`config.mk`:
```
export PLATFORM = sky130hd
export DESIGN_NAME = if_stage
export DESIGN_NICKNAME = d
export VERILOG_FILES = /design/src/rtl/if_stage_pkg.sv /design/src/rtl/if_stage_if_id_reg.sv /design/src/rtl/if_stage.sv
export SDC_FILE = /design/constraint.sdc
export NUM_CORES = 1
export LEC_CHECK = 0
export BUFFER_PORTS_ARGS = -buffer_cell sky130_fd_sc_hd__buf_2
export CORE_ASPECT_RATIO = 1.5
export CORE_MARGIN = 2
export CORE_UTILIZATION = 49
export CTS_CLUSTER_SIZE = 30
export DETAILED_ROUTE_END_ITERATION = 16
export PLACE_DENSITY = 0.84
export SLEW_MARGIN = 20
export SYNTH_ARGS = -nofsm -noshare
export SYNTH_HDL_FRONTEND = slang
export SYNTH_SLANG_ARGS = --single-unit
```
`constraint.sdc`:
```
create_clock -name clk -period 3.6 [get_ports clk]
set_clock_uncertainty 0.2 [all_clocks]
set_input_delay 0.36 -clock clk [delete_from_list [all_inputs] [get_ports clk]]
set_output_delay 0.36 -clock clk [all_outputs]
set_load 0.05 [all_outputs]
```
`src/rtl/if_stage_pkg.sv`:
```
// Shared fetch-stage configuration: widths, NOP encoding, FSM states, IF/ID payload.
package if_stage_pkg;

    localparam int unsigned ADDRESS_LEN = 8;
    localparam int unsigned WORD_LEN    = 32;
    localparam int unsigned CNT_LEN     = 32;

    localparam logic [WORD_LEN-1:0] NOP_INST = 32'h0400_0000;

    typedef enum logic {
        BOOT = 1'b0,
        RUN  = 1'b1
    } if_state_e;

    typedef struct packed {
        logic [WORD_LEN-1:0]    inst;
        logic [ADDRESS_LEN-1:0] pc1;
        logic                   valid;
    } ifid_t;

    // Empty pipeline slot: NOP with no associated pc.
    function automatic ifid_t ifid_bubble();
        ifid_t b;
        b.inst  = NOP_INST;
        b.pc1   = '0;
        b.valid = 1'b0;
        return b;
    endfunction

endpackage

```
`src/rtl/if_stage_if_id_reg.sv`:
```
// IF/ID pipeline register with reset, flush (bubble insert) and hold.
module if_id_reg
    import if_stage_pkg::*;
(
    input  logic                   clk,
    input  logic                   rst,
    input  logic                   load_i,
    input  logic                   flush_i,
    input  logic [WORD_LEN-1:0]    inst_i,
    input  logic [ADDRESS_LEN-1:0] pc1_i,
    output ifid_t                  ifid_o
);

    ifid_t ifid_q;

    // Flush beats load; with neither asserted the register holds.
    always_ff @(posedge clk) begin
        if (rst) begin
            ifid_q <= ifid_bubble();
        end else if (flush_i) begin
            ifid_q <= ifid_bubble();
        end else if (load_i) begin
            ifid_q.inst  <= inst_i;
            ifid_q.pc1   <= pc1_i;
            ifid_q.valid <= 1'b1;
        end
    end

    assign ifid_o = ifid_q;

endmodule

```
`src/rtl/if_stage.sv`:
```
// Instruction fetch stage: PC, BOOT/RUN FSM and IF/ID register.
// Optional build macro IF_PERF_CNT_EN adds saturating fetch/stall/flush counters.
module if_stage
    import if_stage_pkg::*;
(
    input  logic                   clk,
    input  logic                   rst,
    input  logic                   freeze,
    input  logic                   br_taken,
    input  logic [ADDRESS_LEN-1:0] br_adr,
    input  logic [WORD_LEN-1:0]    inst_in,
    output logic [ADDRESS_LEN-1:0] pc,
    output logic [WORD_LEN-1:0]    ifid_inst,
    output logic [ADDRESS_LEN-1:0] ifid_pc1,
    output logic                   ifid_valid
`ifdef IF_PERF_CNT_EN
    ,
    output logic [CNT_LEN-1:0]     fetch_cnt,
    output logic [CNT_LEN-1:0]     stall_cnt,
    output logic [CNT_LEN-1:0]     flush_cnt
`endif
);

    if_state_e              state_q, state_d;
    logic [ADDRESS_LEN-1:0] pc_q, pc_d;
    logic [ADDRESS_LEN-1:0] pc_inc_c;
    logic                   load_c, flush_c;
    logic                   fetch_ev_c, stall_ev_c, flush_ev_c;
    ifid_t                  ifid;

    assign pc_inc_c = pc_q + ADDRESS_LEN'(1);

    // State and PC registers.
    always_ff @(posedge clk) begin
        if (rst) begin
            state_q <= BOOT;
            pc_q    <= '0;
        end else begin
            state_q <= state_d;
            pc_q    <= pc_d;
        end
    end

    // Next state, next PC and IF/ID control; redirect outranks freeze.
    always_comb begin
        state_d    = state_q;
        pc_d       = pc_q;
        load_c     = 1'b0;
        flush_c    = 1'b0;
        fetch_ev_c = 1'b0;
        stall_ev_c = 1'b0;
        flush_ev_c = 1'b0;
        case (state_q)
            BOOT: begin
                state_d = RUN;
                if (br_taken) begin
                    pc_d    = br_adr;
                    flush_c = 1'b1;
                end
            end
            RUN: begin
                if (br_taken) begin
                    pc_d       = br_adr;
                    flush_c    = 1'b1;
                    flush_ev_c = 1'b1;
                end else if (freeze) begin
                    stall_ev_c = 1'b1;
                end else begin
                    pc_d       = pc_inc_c;
                    load_c     = 1'b1;
                    fetch_ev_c = 1'b1;
                end
            end
            default: state_d = BOOT;
        endcase
    end

    if_id_reg u_if_id_reg (
        .clk     (clk),
        .rst     (rst),
        .load_i  (load_c),
        .flush_i (flush_c),
        .inst_i  (inst_in),
        .pc1_i   (pc_inc_c),
        .ifid_o  (ifid)
    );

    assign pc         = pc_q;
    assign ifid_inst  = ifid.inst;
    assign ifid_pc1   = ifid.pc1;
    assign ifid_valid = ifid.valid;

`ifdef IF_PERF_CNT_EN
    logic [CNT_LEN-1:0] fetch_cnt_q, stall_cnt_q, flush_cnt_q;

    // Saturating event counters, active only in RUN.
    always_ff @(posedge clk) begin
        if (rst) begin
            fetch_cnt_q <= '0;
            stall_cnt_q <= '0;
            flush_cnt_q <= '0;
        end else begin
            if (fetch_ev_c && (fetch_cnt_q != '1)) fetch_cnt_q <= fetch_cnt_q + CNT_LEN'(1);
            if (stall_ev_c && (stall_cnt_q != '1)) stall_cnt_q <= stall_cnt_q + CNT_LEN'(1);
            if (flush_ev_c && (flush_cnt_q != '1)) flush_cnt_q <= flush_cnt_q + CNT_LEN'(1);
        end
    end

    assign fetch_cnt = fetch_cnt_q;
    assign stall_cnt = stall_cnt_q;
    assign flush_cnt = flush_cnt_q;
`else
    logic unused_ev_c;
    assign unused_ev_c = fetch_ev_c ^ stall_ev_c ^ flush_ev_c;
`endif

endmodule

```
==> results.sh, run 1 <==
export IMPL_first_iter_violations=50
export IMPL_startpoint="state_q$_DFF_P_"
export IMPL_layout_commonest_cell="buf_2"
export IMPL_p_per_area_nw_per_um2=414
export IMPL_drv_slew=0
export IMPL_peakVddDrop_v=0.000346
export IMPL_pre_cts_slack_ns=1.45
export IMPL_grt_pass1_vias=1734
export IMPL_most_common_layout_cells="buf_2 (92), nand2_1 (71), dfxtp_1 (50)"
export IMPL_rsz0062_at_grt="no"
export IMPL_syn_area_per_cell_um2=8.10
export IMPL_crit_required_ns=3.64
export IMPL_start_util_pct=50.4
export IMPL_ant_nets=0
export IMPL_cts_max_level=2
export IMPL_placed_area_um2=2440
export IMPL_fin_ws_ns=1.58
export IMPL_cts_setup_buffers=0
export IMPL_drt_first_pass_iters=4
export IMPL_grt_use_total_pct=21.2
export IMPL_die_w_um=55.9
export IMPL_p_leak_nw=1.09
export IMPL_reg2reg_from="state_q$_DFF_P_"
export IMPL_clock_fmax_mhz=496
export IMPL_core_area_um2=3920
export IMPL_crit_type="reg2reg"
export IMPL_start_kind="register"
export IMPL_relSlewSlack_pct=36.3
export IMPL_reg2reg_slack_ns=1.58
export IMPL_design_area_um2=2520
export IMPL_wl_per_cell_um=13.0
export IMPL_finalWirelength_um=4850
export IMPL_num_antenna_cells=0
export IMPL_worstPathArrival_ns=2.05
export IMPL_num_vias=1943
export IMPL_synthToLayoutAreaGrowth_pct=27.7
export IMPL_clock_sinks=50
export IMPL_synth_edf_count=0
export IMPL_synthesis_nets=289
export IMPL_fin_crit_sh_pct=56.0
export IMPL_drive_gt1_share_pct=33.1
export IMPL_fin_util_pct=64.3
export IMPL_final_cells=374
export IMPL_fin_nets=374
export IMPL_gp_congestion=0.832
export IMPL_ys_seq_area_share_pct=50.6
export IMPL_root_buffer="clkbuf_8"
export IMPL_grt_max_degree=34
export IMPL_grt_pass1_wl_um=7690
export IMPL_cts_path_max_buffers=2
export IMPL_grt_ovfl_total=0
export IMPL_placed_cells=367
export IMPL_power_mw=1.05
export IMPL_antenna_found_initial=0
export IMPL_port_buffer_count=92
export IMPL_netlist_instances=244
export IMPL_tightestPinTransition_ns=0.952
export IMPL_cap_violations=0
export IMPL_io_pins=93
export IMPL_ys_warn_count=0
export IMPL_setup_violations=0
export IMPL_crit_fanout=16
export IMPL_async_reset_ff_share_pct=0
export IMPL_cp_end_kind="register"
export IMPL_status="finished clean"
export IMPL_cts_hold_fix_buffers=0
export IMPL_yosysUniqueCellTypes=36
export IMPL_clock_latency_ns=0.30
export IMPL_r2r_end="u_if_id_reg.ifid_o[18]$_SDFFE_PP0P_"
export IMPL_ys_flop_type="dfxtp_1"
export IMPL_reg2reg_depth=4
export IMPL_cts_resized=0
export IMPL_tritoncts="yes"
export IMPL_endpoint="u_if_id_reg.ifid_o[18]$_SDFFE_PP0P_"
export IMPL_num_rows=28
export IMPL_min_period_ns=2.02
export IMPL_worstHoldPathType="in2reg"
export IMPL_dieArea_um2=4570
export IMPL_fin_setup_tns_ns=0
export IMPL_cts_buffers=5
export IMPL_syn_cell_area_um2=1980
export IMPL_dp_hpwl_um=3570
export IMPL_holdWs_ns=0.0650
export IMPL_path_clk_slew_ns=0.09
export IMPL_finalHoldViolCount=0
export IMPL_synth_ff_latch_count=50
export IMPL_die_h_um=81.8
export IMPL_routed_via_density=5.20
export IMPL_post_route_drc_count=0
-- final cells by class --
type | instances | area [um2]
fill | 391 | 1400
sequential | 50 | 1000
multi-input combinational | 173 | 887
timing repair buffer | 95 | 483
clock buffer | 5 | 68.8
tap | 45 | 56.3
inverter | 4 | 15.0
clock inverter | 2 | 13.8
-- worst max-delay path: stages (launching register included) --
cell and delay (ns):
dfxtp_1 0.42, nor3b_2 0.81, buf_4 0.34, nand2_1 0.08, a21oi_1 0.11
-- Yosys cell counts (all sizes together) (2+ instances only) --
master | count | area (um2)
nand2 | 71 | 267
dfxtp | 50 | 1000
a21oi | 35 | 175
nor2 | 10 | 37.5
buf | 9 | 47.6
o21ai | 9 | 45.0
clkbuf | 8 | 31.3
a311oi | 5 | 43.8
a211oi | 4 | 30.0
nand3 | 4 | 25.0
or3 | 4 | 27.5
a31oi | 3 | 18.8
inv | 3 | 11.3
or4 | 3 | 22.5
xnor2 | 3 | 26.3
and2 | 2 | 12.5
and4 | 2 | 18.8
nand2b | 2 | 12.5
nor3 | 2 | 10.0
o211ai | 2 | 15.0
o31ai | 2 | 15.0
xor2 | 2 | 17.5
-- layer usage --
| layer | wire length [um] | GRT usage (%) | share of wire, % | up-vias |
|---|---|---|---|---|
| met4 | 65 | 7.38 | 1.3 | 0 |
| li1 | - | - | - | 998 |
| met1 | 1870 | 24.4 | 38 | 883 |
| met3 | 259 | 4.57 | 5.3 | 6 |
| met2 | 2660 | 39.0 | 55 | 56 |
| met5 | 0 | 0 | 0 | - |
-- state kept, by name, summed over array words and instances (netlist names) --
name                count
state_q                 1
pc                      8
u_if_id_reg.ifid_o     41
-- worst min path at each step --
stage,start,endpoint,slack (ns),cells past startpoint
final,inst_in[26],u_if_id_reg.ifid_o[35]$_SDFFE_PP1P_,0.07,3
after global placement,u_if_id_reg.ifid_o[39]$_SDFFE_PP0P_,u_if_id_reg.ifid_o[39]$_SDFFE_PP0P_,0.24,2
after global routing,inst_in[24],u_if_id_reg.ifid_o[33]$_SDFFE_PP0P_,0.08,3
after floorplan,inst_in[26],u_if_id_reg.ifid_o[35]$_SDFFE_PP1P_,0.28,2
after detailed placement,u_if_id_reg.ifid_o[37]$_SDFFE_PP0P_,u_if_id_reg.ifid_o[37]$_SDFFE_PP0P_,0.24,2
after CTS,inst_in[26],u_if_id_reg.ifid_o[35]$_SDFFE_PP1P_,0.07,3
-- logic make-up after synthesis --
| logic type | share of synthesized area, % |
|---|---|
| and+or+nand+nor | 24.4 |
| adders and majority gates | 0.633 |
| AOI/OAI and AO/OA | 17.3 |
| DFF | 50.6 |
| xor gates and xnor gates | 2.22 |
| buffers and inverters | 4.75 |
-- where the power goes --
group | internal (mW) | total [mW] | switching [mW] | leakage (nW)
Sequential | 0.567 | 0.584 | 0.0166 | 0.407
Combinational | 0.0468 | 0.149 | 0.102 | 0.641
Clock | 0.134 | 0.313 | 0.179 | 0.0444
No activity file was read; power rests on OpenSTA's default activity.
==> run 2, diff against run 1 <==
CORE_UTILIZATION = 46   (was 49)
PLACE_DENSITY = 0.79   (was 0.84)
clock period = 2.02 ns   (was 3.6 ns; I/O delays follow)
==> run 2 against run 1 <==
Net effect:
- non-clock buffer count rose by 46
- worst setup slack got worse by 1.5 ns
- fmax rose by 6.0%
- largest cell class unchanged
==> results.sh, run 2 (synthesis gave the netlist of run 1 again) <==
export IMPL_status="finished clean"
export IMPL_finalHoldViolCount=0
export IMPL_fin_nets=420
export IMPL_drive_gt1_share_pct=31.4
export IMPL_grt_ovfl_total=0
export IMPL_critical_path_buf_inv_count=1
export IMPL_root_buffer="clkbuf_8"
export IMPL_peakVddDrop_v=0.000616
export IMPL_ant_nets=0
export IMPL_grt_use_total_pct=24.3
export IMPL_power_mw=2.00
export IMPL_dieArea_um2=4850
export IMPL_fin_crit_sh_pct=94.1
export IMPL_p_per_area_nw_per_um2=666
export IMPL_cap_violations=0
export IMPL_cp_end_kind="register"
export IMPL_num_vias=2172
export IMPL_slowest_stage="dlygate4sd3_1"
export IMPL_fin_setup_tns_ns=0
export IMPL_num_antenna_cells=0
export IMPL_cts_path_max_buffers=2
export IMPL_final_cells=422
export IMPL_worstHoldPathType="in2reg"
export IMPL_setup_violations=0
export IMPL_holdWs_ns=0.0308
export IMPL_cts_buffers=5
export IMPL_critPathTopFamily="buffers and inverters"
export IMPL_gp_congestion=0.778
export IMPL_synthToLayoutAreaGrowth_pct=52.3
export IMPL_r2r_end="pc[2]$_SDFFE_PP0P_"
export IMPL_port_buffer_count=92
export IMPL_clock_latency_ns=0.29
export IMPL_reg2reg_depth=5
export IMPL_rsz0062_at_grt="no"
export IMPL_critical_path_cell_chain="ha_4 -> nand3b_1 -> xor2_1 -> a211oi_1 -> dlygate4sd3_1"
export IMPL_most_common_layout_cells="buf_2 (92), nand2_1 (71), dfxtp_1 (48)"
export IMPL_start_util_pct=47.4
export IMPL_endpoint="pc[2]$_SDFFE_PP0P_"
export IMPL_largest_reg_flops=41
export IMPL_grt_pass1_wl_um=9340
export IMPL_crit_type="reg2reg"
export IMPL_drv_slew=0
export IMPL_relSlewSlack_pct=55.1
export IMPL_critPathMaxStageDelay_ns=0.57
export IMPL_routed_via_density=5.15
export IMPL_path_clk_slew_ns=0.09
export IMPL_tightestPinTransition_ns=0.673
export IMPL_reg2reg_from="pc[0]$_SDFFE_PP0P_"
export IMPL_core_area_um2=4170
export IMPL_startpoint="pc[0]$_SDFFE_PP0P_"
export IMPL_crit_required_ns=2.06
export IMPL_dp_hpwl_um=3430
export IMPL_layout_commonest_cell="buf_2"
export IMPL_die_h_um=84.3
export IMPL_die_w_um=57.5
export IMPL_num_rows=29
export IMPL_tritoncts="yes"
export IMPL_antenna_found_initial=0
export IMPL_finalWirelength_um=5780
export IMPL_grt_pass1_vias=2154
export IMPL_post_route_drc_count=0
export IMPL_wl_per_cell_um=13.7
export IMPL_crit_fanout=7
export IMPL_clock_sinks=50
export IMPL_cts_max_level=2
export IMPL_cp_depth=5
export IMPL_start_kind="register"
export IMPL_p_leak_nw=1.29
export IMPL_worstPathArrival_ns=1.95
export IMPL_reg2reg_slack_ns=0.12
export IMPL_clock_fmax_mhz=526
export IMPL_min_period_ns=1.90
export IMPL_io_pins=93
export IMPL_drt_first_pass_iters=4
export IMPL_placed_cells=372
export IMPL_first_iter_violations=81
export IMPL_grt_max_degree=34
run 2: cell types whose count changed in the layout (fill, tap and decap cells not counted), moves of 2 or more:
| cell | previous run | this run |
|---|---|---|
| dlygate4sd3_1 | 0 | 42 |
| dfxtp_2 | 0 | 2 |
| dfxtp_1 | 50 | 48 |
| buf_4 | 3 | 7 |
run 2: worst min path at each step:
stage | endpoint | slack [ns] | startpoint | cells past startpoint
2_1_floorplan | u_if_id_reg.ifid_o[35]$_SDFFE_PP1P_ | 0.12 | inst_in[26] | 2
3_3_place_gp | u_if_id_reg.ifid_o[35]$_SDFFE_PP1P_ | 0.21 | inst_in[26] | 3
3_5_place_dp | u_if_id_reg.ifid_o[35]$_SDFFE_PP1P_ | 0.22 | inst_in[26] | 3
4_1_cts | pc[5]$_SDFFE_PP0P_ | 0.02 | br_adr[5] | 3
5_1_grt | pc[5]$_SDFFE_PP0P_ | 0.07 | br_adr[5] | 3
6_report | pc[5]$_SDFFE_PP0P_ | 0.03 | br_adr[5] | 3
run 2: routing by layer:
layer	global-route usage (%)	share of wire [%]
met2	43.3	54
met1	25.0	37
met3	3.54	3.5
met4	17.1	5.1
met5	0	0
run 2: power by group:
group,total (mW),switching [mW],internal [mW]
registers,1.04,0.0301,1.01
clock network,0.614,0.332,0.282
logic,0.347,0.201,0.147
total,2.00,0.563,1.44
run 2: repair_timing:
action	CTS	global route
resized for setup	0	3
setup endpoints to repair	0	2
setup buffers	0	0
hold buffers	42	0
endpoints found under the hold margin	39	0
run 2: per-stage QoR:
| step | cell area, um2 | util, % | worst slack (ns) |
|---|---|---|---|
| after floorplan | 1980 | - | 0.0577 |
| after global placement | 2480 | 59.3 | 0.288 |
| after detailed placement | 2480 | 59.3 | 0.225 |
| after CTS | 3000 | 71.8 | 0.0538 |
| after global routing | 3010 | 72.1 | 0.0352 |
| final | 3010 | 72.1 | 0.118 |
run 2: worst reg2reg max path, cell delays in order (launching register included):
cell and delay (ns):
dfxtp_2 0.42, ha_4 0.18, nand3b_1 0.10, xor2_1 0.15, a211oi_1 0.23, dlygate4sd3_1 0.57
run 2: layout make-up:
| type | count | area [um2] |
|---|---|---|
| fillers | 317 | 1160 |
| flip-flops and latches | 50 | 1000 |
| repair buffers | 141 | 933 |
| multi-input cells | 173 | 902 |
| clock buffers | 6 | 82.6 |
| well taps | 46 | 57.6 |
| clock inverters | 2 | 16.3 |
| inverters | 4 | 15.0 |
==> run 3, diff against run 2 <==
ABC_AREA = 1   (was unset)
CORE_MARGIN = unset   (was 2)
==> run 3 against run 2 <==
Net effect:
- via count grew 0.28%
- power is 12% higher
- die area decreased by 3.3%
- critical path depth did not move
- combinational power is 4% higher
- cell area decreased by 0.54%
- utilization shrank 1.6 points
- sequential power hardly changed
- first-iteration DRC count rose by 3.7%
- worst setup slack gained 0.40 ns
- hold slack worse by 0.021 ns
- sequential cell count did not move
- critical endpoint is now u_if_id_reg.ifid_o[26]$_SDFFE_PP0P_
- largest power group unchanged
==> results.sh, run 3 <==
export IMPL_synth_ff_latch_count=50
export IMPL_p_sw_mw=0.572
export IMPL_path_clk_slew_ns=0.09
export IMPL_cp_end_kind="register"
export IMPL_first_iter_violations=84
export IMPL_slowest_stage="dfxtp_1"
export IMPL_power_internal_mw=1.68
export IMPL_synthToLayoutAreaGrowth_pct=47.5
export IMPL_synth_edf_count=0
export IMPL_p_per_area_nw_per_um2=752
export IMPL_design_area_um2=2990
export IMPL_fin_nets=439
export IMPL_critical_path_cell_chain="nand2_2 -> nor2_8 -> buf_4 -> o21ai_0 -> nor2_1"
export IMPL_fin_util_pct=70.5
export IMPL_worstPathArrival_ns=1.54
export IMPL_tightestPinTransition_ns=0.358
export IMPL_start_util_pct=47.8
export IMPL_syn_area_per_cell_um2=7.63
export IMPL_clock_latency_ns=0.29
export IMPL_setup_violations=0
export IMPL_num_antenna_cells=0
export IMPL_fillCellCount=355
export IMPL_die_w_um=56.2
export IMPL_antenna_found_initial=0
export IMPL_grt_ovfl_total=0
export IMPL_fin_setup_tns_ns=0
export IMPL_clkPwrFrac_pct=37.7
export IMPL_yosys_cell_count_top_type="nor2_1"
export IMPL_async_reset_ff_share_pct=0
export IMPL_cap_violations=0
export IMPL_crit_fanout=26
export IMPL_placed_area_um2=2460
export IMPL_ys_seq_area_share_pct=49.3
export IMPL_finalWirelength_um=5420
export IMPL_critPathTopFamily="simple AND/OR/NAND/NOR gates"
export IMPL_seq_power_share_pct=46.3
export IMPL_tritoncts="yes"
export IMPL_cts_max_level=2
export IMPL_root_buffer="clkbuf_8"
export IMPL_clock_sinks=50
export IMPL_core_area_um2=4250
export IMPL_status="finished clean"
export IMPL_grt_pass1_wl_um=8740
export IMPL_worstHoldPathType="in2reg"
export IMPL_syn_cell_area_um2=2030
export IMPL_yosys_top_cells_count="nor2_1 (66), dfxtp_1 (50), o21ai_0 (37)"
export IMPL_netSwitchingFraction_pct=25.4
export IMPL_num_rows=29
export IMPL_most_common_layout_cells="buf_2 (92), nor2_1 (66), dfxtp_1 (50)"
export IMPL_cts_buffers=5
export IMPL_yosysUniqueCellTypes=21
export IMPL_finalHoldViolCount=0
export IMPL_netlist_instances=266
export IMPL_ant_nets=0
export IMPL_ys_warn_count=0
export IMPL_start_kind="register"
export IMPL_holdWs_ns=0.00999
export IMPL_rsz0062_at_grt="no"
export IMPL_peakVddDrop_v=0.000761
export IMPL_num_vias=2178
export IMPL_dp_hpwl_um=3340
export IMPL_grt_use_total_pct=23.2
export IMPL_cts_path_max_buffers=2
export IMPL_gp_congestion=0.766
export IMPL_crit_required_ns=2.06
export IMPL_layout_commonest_cell="buf_2"
export IMPL_routed_via_density=4.94
export IMPL_grt_max_degree=38
export IMPL_drive_gt1_share_pct=28.9
export IMPL_dieArea_um2=4690
export IMPL_drt_first_pass_iters=4
export IMPL_ys_flop_type="dfxtp_1"
export IMPL_yosys_top_cells_area="dfxtp_1 (49%), nor2_1 (12%), o21ai_0 (9.1%)"
export IMPL_critical_path_buf_inv_count=1
export IMPL_drv_slew=0
export IMPL_critPathMaxStageDelay_ns=0.35
export IMPL_largest_reg_flops=41
export IMPL_synthesis_nets=311
export IMPL_relSlewSlack_pct=76.2
export IMPL_die_h_um=83.4
export IMPL_post_route_drc_count=0
export IMPL_clock_fmax_mhz=664
export IMPL_min_period_ns=1.51
export IMPL_p_comb_share_pct=16.1
export IMPL_port_buffer_count=92
export IMPL_io_pins=93
export IMPL_p_leak_nw=1.50
export IMPL_cts_resized=0
export IMPL_yosys_area_top_type="dfxtp_1"
export IMPL_wl_per_cell_um=12.3
export IMPL_synth_top_cell_area_share_pct=49.3
export IMPL_fin_crit_sh_pct=74.5
export IMPL_grt_pass1_vias=1974
export IMPL_crit_type="reg2reg"
==> run 3: cell types whose count changed in the layout (fill, tap and decap cells not counted), moves of 4 or more <==
cell      previous run  this run
nand3_1              3        10
buf_4                7         3
a311oi_1             5         0
inv_1                3        11
o21ai_1              0         5
nand2_1             71        36
a21oi_1             35        22
o21ai_0              9        37
nor2_1              10        66
==> run 3: layer usage <==
layer	vias up	GRT usage (%)	part of all wire [%]
li1	1114	-	-
met2	85	42.2	52
met4	0	8.20	2.1
met3	13	5.45	6.0
met5	-	0	0
met1	966	25.7	40
==> run 3: metrics by stage <==
step	worst slack, ns	power (mW)	std cells
after floorplan	0.230	1.28	266
after global placement	0.543	1.36	394
after detailed placement	0.508	1.36	394
after CTS	0.501	2.27	441
after global routing	0.345	2.34	441
final	0.514	2.25	441
==> run 3: power by group through the flow <==
stage	Sequential, mW	Clock [mW]	Combinational (mW)
global placement	1.06	0	0.296
global route	1.05	0.903	0.388
detailed placement	1.06	0	0.299
CTS	1.04	0.868	0.357
floorplan	1.16	0	0.116
finish	1.04	0.848	0.362
==> run 3: timing repair <==
item,4_1_cts,5_1_grt
setup buffers,0,0
hold endpoints to repair,39,0
hold buffers,39,0
==> run 3: cell type report <==
| cell class | count | area, um2 | share of cell area, % |
|---|---|---|---|
| clock buffers | 6 | 82.6 | 2.76 |
| flip-flops and latches | 50 | 1000 | 33.4 |
| clock inverters | 2 | 60.1 | 2.01 |
| inverters | 15 | 58.8 | 1.96 |
| well taps | 46 | 57.6 | 1.92 |
| multi-input cells | 188 | 861 | 28.8 |
| repair buffers | 134 | 873 | 29.2 |
==> run 3: worst paths after layout <==
path                                                     startpoint                             endpoint  slack, ns  cells past startpoint
worst max register to register                      state_q$_DFF_P_  u_if_id_reg.ifid_o[26]$_SDFFE_PP0P_       0.51                      5
worst min-delay path                                      br_adr[3]                   pc[3]$_SDFFE_PP0P_       0.01                      3
worst min register to register  u_if_id_reg.ifid_o[35]$_SDFFE_PP1P_  u_if_id_reg.ifid_o[35]$_SDFFE_PP1P_       0.26                      2
worst max-delay path                                state_q$_DFF_P_  u_if_id_reg.ifid_o[26]$_SDFFE_PP0P_       0.51                      5
==> run 3: logic make-up (layout without fill, tap and decap cells) <==
group                    count (synthesis)  after routing  synth area share (%)
adder cells (fa/ha/maj)                  1              1                 0.616
flip-flops                              50             50                  49.3
AND/OR/NAND/NOR                        119            119                  24.4
AO/OA/AOI/OAI                           66             66                  16.5
XOR/XNOR                                 2              2                 0.863
buffers and inverters                   28            157                  8.26
==> run 3: worst min-delay path, cell delays in order <==
cell and delay [ns]:
buf_2 0.07, a21oi_1 0.05, a21oi_1 0.14
